==> src/rtl/stream_packer.sv <==
// stream_packer: packs RATIO narrow beats into one DW-wide word for the streaming FIFO.
// Short packets closed by in_last are zero-padded. A credit counter mirrors the free
// FIFO slots so the input stalls instead of overrunning a FIFO that has no full flag.
module stream_packer #(
    parameter int unsigned DW      = 32,
    parameter int unsigned IW      = 8,
    parameter int unsigned RATIO   = DW / IW,
    parameter int unsigned LEN_LOG = 2,
    parameter int unsigned LEN     = 1 << LEN_LOG
) (
    input  logic               WCLK,
    input  logic               RST_X,
    input  logic               WRST,
    input  logic               in_valid,
    output logic               in_ready,
    input  logic [IW-1:0]      in_data,
    input  logic               in_last,
    input  logic               credit_ret,
    output logic               enq,
    output logic [DW-1:0]      dout,
    output logic [LEN_LOG:0]   level,
    output logic               ovf_err
);

    localparam int unsigned CW = (RATIO > 1) ? $clog2(RATIO) : 1;
    localparam logic [LEN_LOG:0] LenC  = (LEN_LOG + 1)'(LEN);
    localparam logic [CW-1:0]    LastC = CW'(RATIO - 1);

    logic [DW-1:0]    acc_q;
    logic [CW-1:0]    cnt_q;
    logic [LEN_LOG:0] cred_q;
    logic             enq_q;
    logic [DW-1:0]    dout_q;
    logic             ovf_q;

    logic             accept;
    logic             complete;
    logic             cred_full;
    logic             inc;
    logic             dec;
    logic             ovf_set;
    logic [DW-1:0]    acc_ins;
    logic [DW-1:0]    word_out;
    logic [LEN_LOG:0] cred_d;

    // Ready depends only on state and the synchronous clear, never on the beat itself.
    always_comb begin
        in_ready  = (cred_q != '0) && !WRST;
        accept    = in_valid && in_ready;
        complete  = accept && ((cnt_q == LastC) || in_last);
        cred_full = (cred_q == LenC);
        dec       = complete;
        // A return with no outstanding words is an overflow and must not raise cred past LEN.
        ovf_set   = credit_ret && !WRST && cred_full && !dec;
        inc       = credit_ret && !WRST && !(cred_full && !dec);
    end

    // Insert the beat at lane cnt; the outgoing word also zeroes every lane above cnt.
    always_comb begin
        acc_ins  = acc_q;
        word_out = '0;
        for (int unsigned l = 0; l < RATIO; l++) begin
            if (CW'(l) == cnt_q) begin
                acc_ins[l*IW +: IW] = in_data;
            end
            if (CW'(l) <= cnt_q) begin
                word_out[l*IW +: IW] = acc_ins[l*IW +: IW];
            end
        end
    end

    // Credit next state: simultaneous dec and inc cancel.
    always_comb begin
        cred_d = cred_q;
        if (dec && !inc) begin
            cred_d = cred_q - 1'b1;
        end else if (inc && !dec) begin
            cred_d = cred_q + 1'b1;
        end
    end

    // Packing state, output word register and credit counter.
    always_ff @(posedge WCLK or negedge RST_X) begin
        if (!RST_X) begin
            acc_q  <= '0;
            cnt_q  <= '0;
            cred_q <= LenC;
            enq_q  <= 1'b0;
            dout_q <= '0;
            ovf_q  <= 1'b0;
        end else if (WRST) begin
            // Partial word is dropped; dout keeps the last word written.
            acc_q  <= '0;
            cnt_q  <= '0;
            cred_q <= LenC;
            enq_q  <= 1'b0;
            ovf_q  <= 1'b0;
        end else begin
            cred_q <= cred_d;
            if (ovf_set) begin
                ovf_q <= 1'b1;
            end
            if (complete) begin
                dout_q <= word_out;
                enq_q  <= 1'b1;
                acc_q  <= '0;
                cnt_q  <= '0;
            end else begin
                enq_q <= 1'b0;
                if (accept) begin
                    acc_q <= acc_ins;
                    cnt_q <= cnt_q + 1'b1;
                end
            end
        end
    end

    // Outputs: everything registered except level, which is derived from cred.
    always_comb begin
        enq     = enq_q;
        dout    = dout_q;
        ovf_err = ovf_q;
        level   = LenC - cred_q;
    end

endmodule
==> config.mk <==
export PLATFORM = sky130hd
export DESIGN_NAME = stream_packer
export DESIGN_NICKNAME = d
export VERILOG_FILES = /design/src/rtl/stream_packer.sv
export SDC_FILE = /design/constraint.sdc
export NUM_CORES = 1
export LEC_CHECK = 0
export CAP_MARGIN = 25
export CELL_PAD_IN_SITES_DETAIL_PLACEMENT = 0
export CELL_PAD_IN_SITES_GLOBAL_PLACEMENT = 2
export CORE_MARGIN = 4
export CORE_UTILIZATION = 34
export DETAILED_ROUTE_END_ITERATION = 10
export PLACE_DENSITY_LB_ADDON = 0.05
export SLEW_MARGIN = 30
export SYNTH_ARGS = -nofsm -noshare
export SYNTH_HDL_FRONTEND = slang
export SYNTH_SLANG_ARGS = --single-unit
==> constraint.sdc <==
create_clock -name WCLK -period 3.8 [get_ports WCLK]
set_input_delay 0.95 -clock WCLK [delete_from_list [all_inputs] [get_ports WCLK]]
set_output_delay 0.95 -clock WCLK [all_outputs]
set_load 0.01 [all_outputs]
==> flow_metrics.env, run 1 <==
export IMPL_drtAntennaViolNets=0
export IMPL_avgSynthCellArea_sq_um=11.2
export IMPL_synth_top_family_by_area="compound AO/OA/AOI/OAI gates"
export IMPL_synth_cells_most_frequent="62 x dfrtp_1, 29 x a22o_1, 29 x o21ai_1"
export IMPL_drive_gt1_share_pct=8.31
export IMPL_grt_start_max_net_pins=64
export IMPL_synth_xor_area_share_pct=0
export IMPL_yosys_area_share_simple_pct=7.31
export IMPL_wirelength_um=7880
export IMPL_ys_warn_count=0
export IMPL_dieHeight_um=101
export IMPL_setup_slack_ns=0.799
export IMPL_dp_hpwl_um=5120
export IMPL_io_buffers=51
export IMPL_num_io_pins=52
export IMPL_initial_core_util_pct=35.2
export IMPL_ys_ff_latch=63
export IMPL_regArea_sq_um=1580
export IMPL_post_route_period_util_pct=79.0
export IMPL_rsz0062_at_grt="false"
export IMPL_endpoint_kind="output port"
export IMPL_synth_most_common_cell="dfrtp_1"
export IMPL_synthTopCellsByArea="dfrtp_1 53%, a22o_1 8.7%, mux2i_1 5.8%, o21ai_1 5.0%, ha_1 3.0%"
export IMPL_dr_pass1_iters=4
export IMPL_die_x_um=101
export IMPL_crit_fanout=3
export IMPL_netlist_area_sq_um=2910
export IMPL_cts_tree="yes"
export IMPL_startpoint_type="primary input"
export IMPL_status="finished, final reports clean"
export IMPL_multiInputGateArea_sq_um=1210
export IMPL_setup_violations=0
export IMPL_synth_compound_area_share_pct=24.6
export IMPL_synth_area_mux_share_pct=5.85
export IMPL_yosysTopAreaCellShare_pct=53.3
export IMPL_stdcell_area_sq_um=3690
export IMPL_critPathRequiredTime_ns=2.85
export IMPL_hold_ws_ns=0.493
export IMPL_syn_nets=282
export IMPL_cp_data_arrival_time_ns=2.05
export IMPL_cts_sinks=63
export IMPL_htreeDepth=3
export IMPL_antenna_found_initial=0
export IMPL_post_route_drc_count=0
export IMPL_critical_path_max_stage_delay_ns=0.54
export IMPL_powerDensity_nw_per_um2=408
export IMPL_hold_path_class="reg -> reg"
export IMPL_tightest_slew_ns=0.819
export IMPL_cts_setup_buffers=0
export IMPL_synth_fa_ha_area_share_pct=3.70
export IMPL_clock_fmax_ghz=0.333
export IMPL_rows=33
export IMPL_nFillCells=809
export IMPL_synthCells=260
export IMPL_grt_pass1_wl_um=12700
export IMPL_hold_violations=0
export IMPL_clock_skew_ns=0.00699
export IMPL_maxCapViolations=0
export IMPL_crit_top_cell="clkdlybuf4s50_1"
export IMPL_yosysSeqAreaShare_pct=54.2
export IMPL_crit_chain="clkdlybuf4s50_1, nor2_1, clkdlybuf4s50_1"
export IMPL_fin_nets=330
export IMPL_grt_ovfl_total=0
export IMPL_fp_coreArea_sq_um=8260
export IMPL_synth_edf_count=0
export IMPL_cts_hold_buffers=0
export IMPL_worstSkewPairLatency_ns=0.33
export IMPL_grt_pass1_vias=2233
export IMPL_dieArea_sq_um=10100
export IMPL_synth_main_ff_cell="dfrtp_1"
export IMPL_wl_per_cell_um=18.8
export IMPL_cts_buffers=9
export IMPL_drt_iter0_markers=77
export IMPL_gp_congestion=0.806
export IMPL_via_count=2310
export IMPL_ctsRootBufferMaster="clkbuf_8"
export IMPL_max_slew_margin_pct=45.4
export IMPL_synth_cell_types=39
export IMPL_place_ws_ns=0.611
export IMPL_areaGrowthSynthToFinish_pct=27.0
export IMPL_clk_pin_slew_ns=0.07
export IMPL_vdd_drop_max_uv=278
export IMPL_synth_top_cell_by_area="dfrtp_1"
export IMPL_ys_async_sr_fraction_pct=100
export IMPL_grtUsageTotal_pct=16.4
export IMPL_leakage_uw=0.00164
export IMPL_cts_buffer_depth=2
export IMPL_finalSetupTns_ns=0
export IMPL_slowest_stage="clkdlybuf4s50_1"
export IMPL_fin_crit_ns=3.00
export IMPL_post_dp_cell_area_sq_um=3520
export IMPL_slew_violations=0
export IMPL_ctsResizeCount=0
export IMPL_criticalPathCategory="in -> out"
export IMPL_n_antenna_cell=0
export IMPL_via_per_inst=5.53
## worst paths after layout
path	slack (ns)	start	depth (start not counted)	end
min in group asynchronous	0.78	RST_X	2	acc_q[15]$_DFFE_PN0P_
max in group asynchronous	2.47	RST_X	2	dout[28]$_DFFE_PN0P_
min	0.49	dout[13]$_DFFE_PN0P_	2	dout[13]$_DFFE_PN0P_
max reg2reg	1.17	cred_q[0]$_DFFE_PN0P_	11	cred_q[1]$_DFFE_PN0P_
min reg2reg	0.49	dout[13]$_DFFE_PN0P_	2	dout[13]$_DFFE_PN0P_
max	0.80	WRST	3	in_ready
## cell type report
class | instances | area share (%)
clock buffers | 13 | 4.30
well taps | 105 | 3.56
clock inverters | 3 | 0.474
flip-flops and latches | 63 | 42.7
repair buffers | 59 | 15.3
multi-input cells | 166 | 32.7
inverters | 9 | 0.915
## stage by stage
step | std cells | total power [uW] | utilization [%]
5_1_grt | 418 | 1590 | 44.7
4_1_cts | 418 | 1530 | 44.7
6_report | 418 | 1510 | 44.7
2_1_floorplan | 260 | 856 | -
3_3_place_gp | 402 | 996 | 42.6
3_5_place_dp | 402 | 995 | 42.6
## logic make-up (layout without fill, tap and decap cells)
| kind of cell | Yosys count | count (layout) |
|---|---|---|
| and+or+nand+nor | 36 | 36 |
| buffers and inverters | 31 | 84 |
| AOI/OAI and AO/OA | 105 | 105 |
| muxes | 17 | 17 |
| DFF | 63 | 63 |
| adders and majority gates | 8 | 8 |
## layer usage
metal  wire (um)  up-vias  track usage [%]
li1            -     1072                -
met4          55        0             3.11
met3         366        5             4.36
met5           0        -                0
met2        3660       68             25.5
met1        3790     1165             23.2
## power by group
group / internal, uW / total, uW / switching (uW)
Sequential: 704 / 726 / 22.1
Combinational: 116 / 252 / 136
Clock: 271 / 529 / 258
Total: 1090 / 1510 / 416
## flip-flops by register name (all words and copies together) (netlist names)
name     count
cred_q       3
enq          1
acc_q       24
cnt_q        2
ovf_err      1
dout        32
## cell usage in the layout, fill, tap and decap left out, drive strengths merged, types with 2 or more instances in the layout
cell           instances
o2111a                 2
o21ai                 41
and3b                  2
o21a                   3
nand4                  3
nand2b                 2
dfrtp                 62
nand2                  5
a21oi                  7
buf                    9
and3                   4
a22oi                  7
nor2                   4
inv                    9
o31ai                  8
nand3                  2
nor2b                  3
mux2i                 17
nor3                   5
ha                     7
clkinv                 2
o211ai                 2
clkbuf                13
a22o                  29
clkdlybuf4s50         50
a2111oi                2
## worst max-delay path: cells and delay by family
family	cells	cell delay (ns)
buffers and inverters	2	0.99
and+or+nand+nor	1	0.11
No activity file was read; power rests on OpenSTA's default activity.
==> run 2, diff against run 1 <==
- CORE_UTILIZATION: 34 -> 30
- clock period: 3.8 -> 2.55 ns (I/O delays scaled with it)
==> flow_metrics.env, run 2 (same netlist as run 1, synthesis figures left out) <==
export IMPL_rsz0062_at_grt="false"
export IMPL_gp_congestion=0.801
export IMPL_worstSkewPairLatency_ns=0.34
export IMPL_grt_start_max_net_pins=35
export IMPL_cp_data_arrival_time_ns=1.82
export IMPL_post_route_period_util_pct=96.5
export IMPL_crit_path_start="cred_q[1]$_DFFE_PN0P_"
export IMPL_pwr_share_comb_pct=18.2
export IMPL_path_buf_inv=3
export IMPL_max_slew_margin_pct=66.7
export IMPL_cts_setup_buffers=0
export IMPL_post_route_drc_count=0
export IMPL_drive_gt1_share_pct=14.4
export IMPL_nFillCells=944
export IMPL_cts_sinks=63
export IMPL_grt_ovfl_total=0
export IMPL_slew_violations=0
export IMPL_grt_pass1_vias=2428
export IMPL_initial_core_util_pct=31.2
export IMPL_drt_iter0_markers=64
export IMPL_finish_utilization_pct=41.7
export IMPL_wirelength_um=8250
export IMPL_criticalPathCategory="reg -> out"
export IMPL_multiInputGateArea_sq_um=1250
export IMPL_wl_per_cell_um=18.1
export IMPL_status="finished, final reports clean"
export IMPL_cts_buffer_depth=2
export IMPL_htreeDepth=3
export IMPL_power_total_uw=2310
export IMPL_fp_coreArea_sq_um=9330
export IMPL_regArea_sq_um=1580
export IMPL_seq_power_share_pct=46.7
export IMPL_post_dp_cell_area_sq_um=3710
export IMPL_fin_nets=344
export IMPL_crit_family="buffers and inverters"
export IMPL_cts_buffers=9
export IMPL_endpoint_kind="output port"
export IMPL_crit_cells=5
export IMPL_startpoint_type="flip-flop"
export IMPL_areaGrowthSynthToFinish_pct=33.7
export IMPL_final_cell_mix="62 x dfrtp_1, 49 x clkdlybuf4s50_1, 29 x a22o_1, 29 x o21ai_1, 21 x buf_4"
export IMPL_rows=35
export IMPL_slowest_stage="clkdlybuf4s50_1"
export IMPL_crit_reg2reg_launch="cred_q[1]$_DFFE_PN0P_"
export IMPL_ctsRootBufferMaster="clkbuf_8"
export IMPL_crit_chain="inv_1, ha_4, ha_4, inv_1, clkdlybuf4s50_1"
export IMPL_dieHeight_um=106
export IMPL_hold_violations=0
export IMPL_layout_commonest_cell="dfrtp_1"
export IMPL_stdcell_area_sq_um=3890
export IMPL_cts_tree="yes"
export IMPL_clk_pin_slew_ns=0.07
export IMPL_cts_hold_buffers=0
export IMPL_n_antenna_cell=0
export IMPL_swShare_pct=28.5
export IMPL_via_per_inst=5.02
export IMPL_dp_hpwl_um=5720
export IMPL_drtAntennaViolNets=0
export IMPL_p_int_uw=1650
export IMPL_dp_cells=440
export IMPL_io_buffers=51
export IMPL_critical_path_max_stage_delay_ns=0.52
export IMPL_die_x_um=106
export IMPL_grt_pass1_wl_um=13600
export IMPL_fin_cells=456
export IMPL_fin_crit_ns=2.46
export IMPL_largest_reg_flops=32
export IMPL_crit_fanout=4
export IMPL_num_io_pins=52
export IMPL_clock_skew_ns=0.00772
export IMPL_tightest_slew_ns=0.499
export IMPL_setup_violations=0
export IMPL_hold_path_class="in -> async"
export IMPL_grtUsageTotal_pct=15.6
export IMPL_leakage_uw=0.00172
export IMPL_dr_pass1_iters=4
export IMPL_clock_fmax_ghz=0.406
export IMPL_antenna_found_initial=0
export IMPL_power_share_clock_pct=35.1
export IMPL_maxCapViolations=0
export IMPL_critPathRequiredTime_ns=1.91
export IMPL_via_count=2287
export IMPL_dieArea_sq_um=11300
export IMPL_vdd_drop_max_uv=224
export IMPL_switchingPower_uw=656
export IMPL_powerDensity_nw_per_um2=593
export IMPL_r2r_cells=10
[run 2: final timing paths]
kind / endpoint / slack (ns)
worst max register to register: cred_q[1]$_DFFE_PN0P_ / 0.14
min in group WCLK: dout[14]$_DFFE_PN0P_ / 0.49
worst max-delay path: level[2] / 0.09
worst min-delay path: cred_q[1]$_DFFE_PN0P_ / 0.18
max in group asynchronous: dout[1]$_DFFE_PN0P_ / 1.76
worst min register to register: dout[14]$_DFFE_PN0P_ / 0.49
[run 2: per-stage QoR]
stage	TNS (ns)	hold WS (ns)	worst slack (ns)
4_1_cts	0	0.179	0.0774
3_3_place_gp	-0.964	0.478	-0.121
5_1_grt	0	0.184	0.0106
6_report	0	0.183	0.0892
3_5_place_dp	-1.27	0.478	-0.151
2_1_floorplan	-0.0407	0.342	-0.0407
[run 2: power groups by stage]
stage	combinational [uW]	sequential, uW	clock [uW]
after CTS	428	1080	833
after floorplan	179	1110	0
after global placement	426	1100	0
after global routing	465	1080	872
final	419	1080	809
after detailed placement	426	1100	0
[run 2: cell type report]
type / instances / share of cell area [%]
sequential: 63 / 40.6
inverter: 9 / 0.868
multi-input combinational: 166 / 32.2
clock inverter: 5 / 0.836
clock buffer: 11 / 3.89
tap: 129 / 4.15
timing repair buffer: 73 / 17.5
[run 2: layer usage]
layer | wire length (um) | vias to the layer above | track usage (%)
met5 | 0 | - | 0
met4 | 82 | 0 | 4.66
met3 | 331 | 9 | 3.46
met2 | 3680 | 45 | 22.8
met1 | 4160 | 1126 | 23.0
li1 | - | 1107 | -
[run 2: repair_timing]
item                                    CTS  global route
gates resized for setup                   1             1
pin swaps                                 0             0
endpoints found under the setup margin    1             1
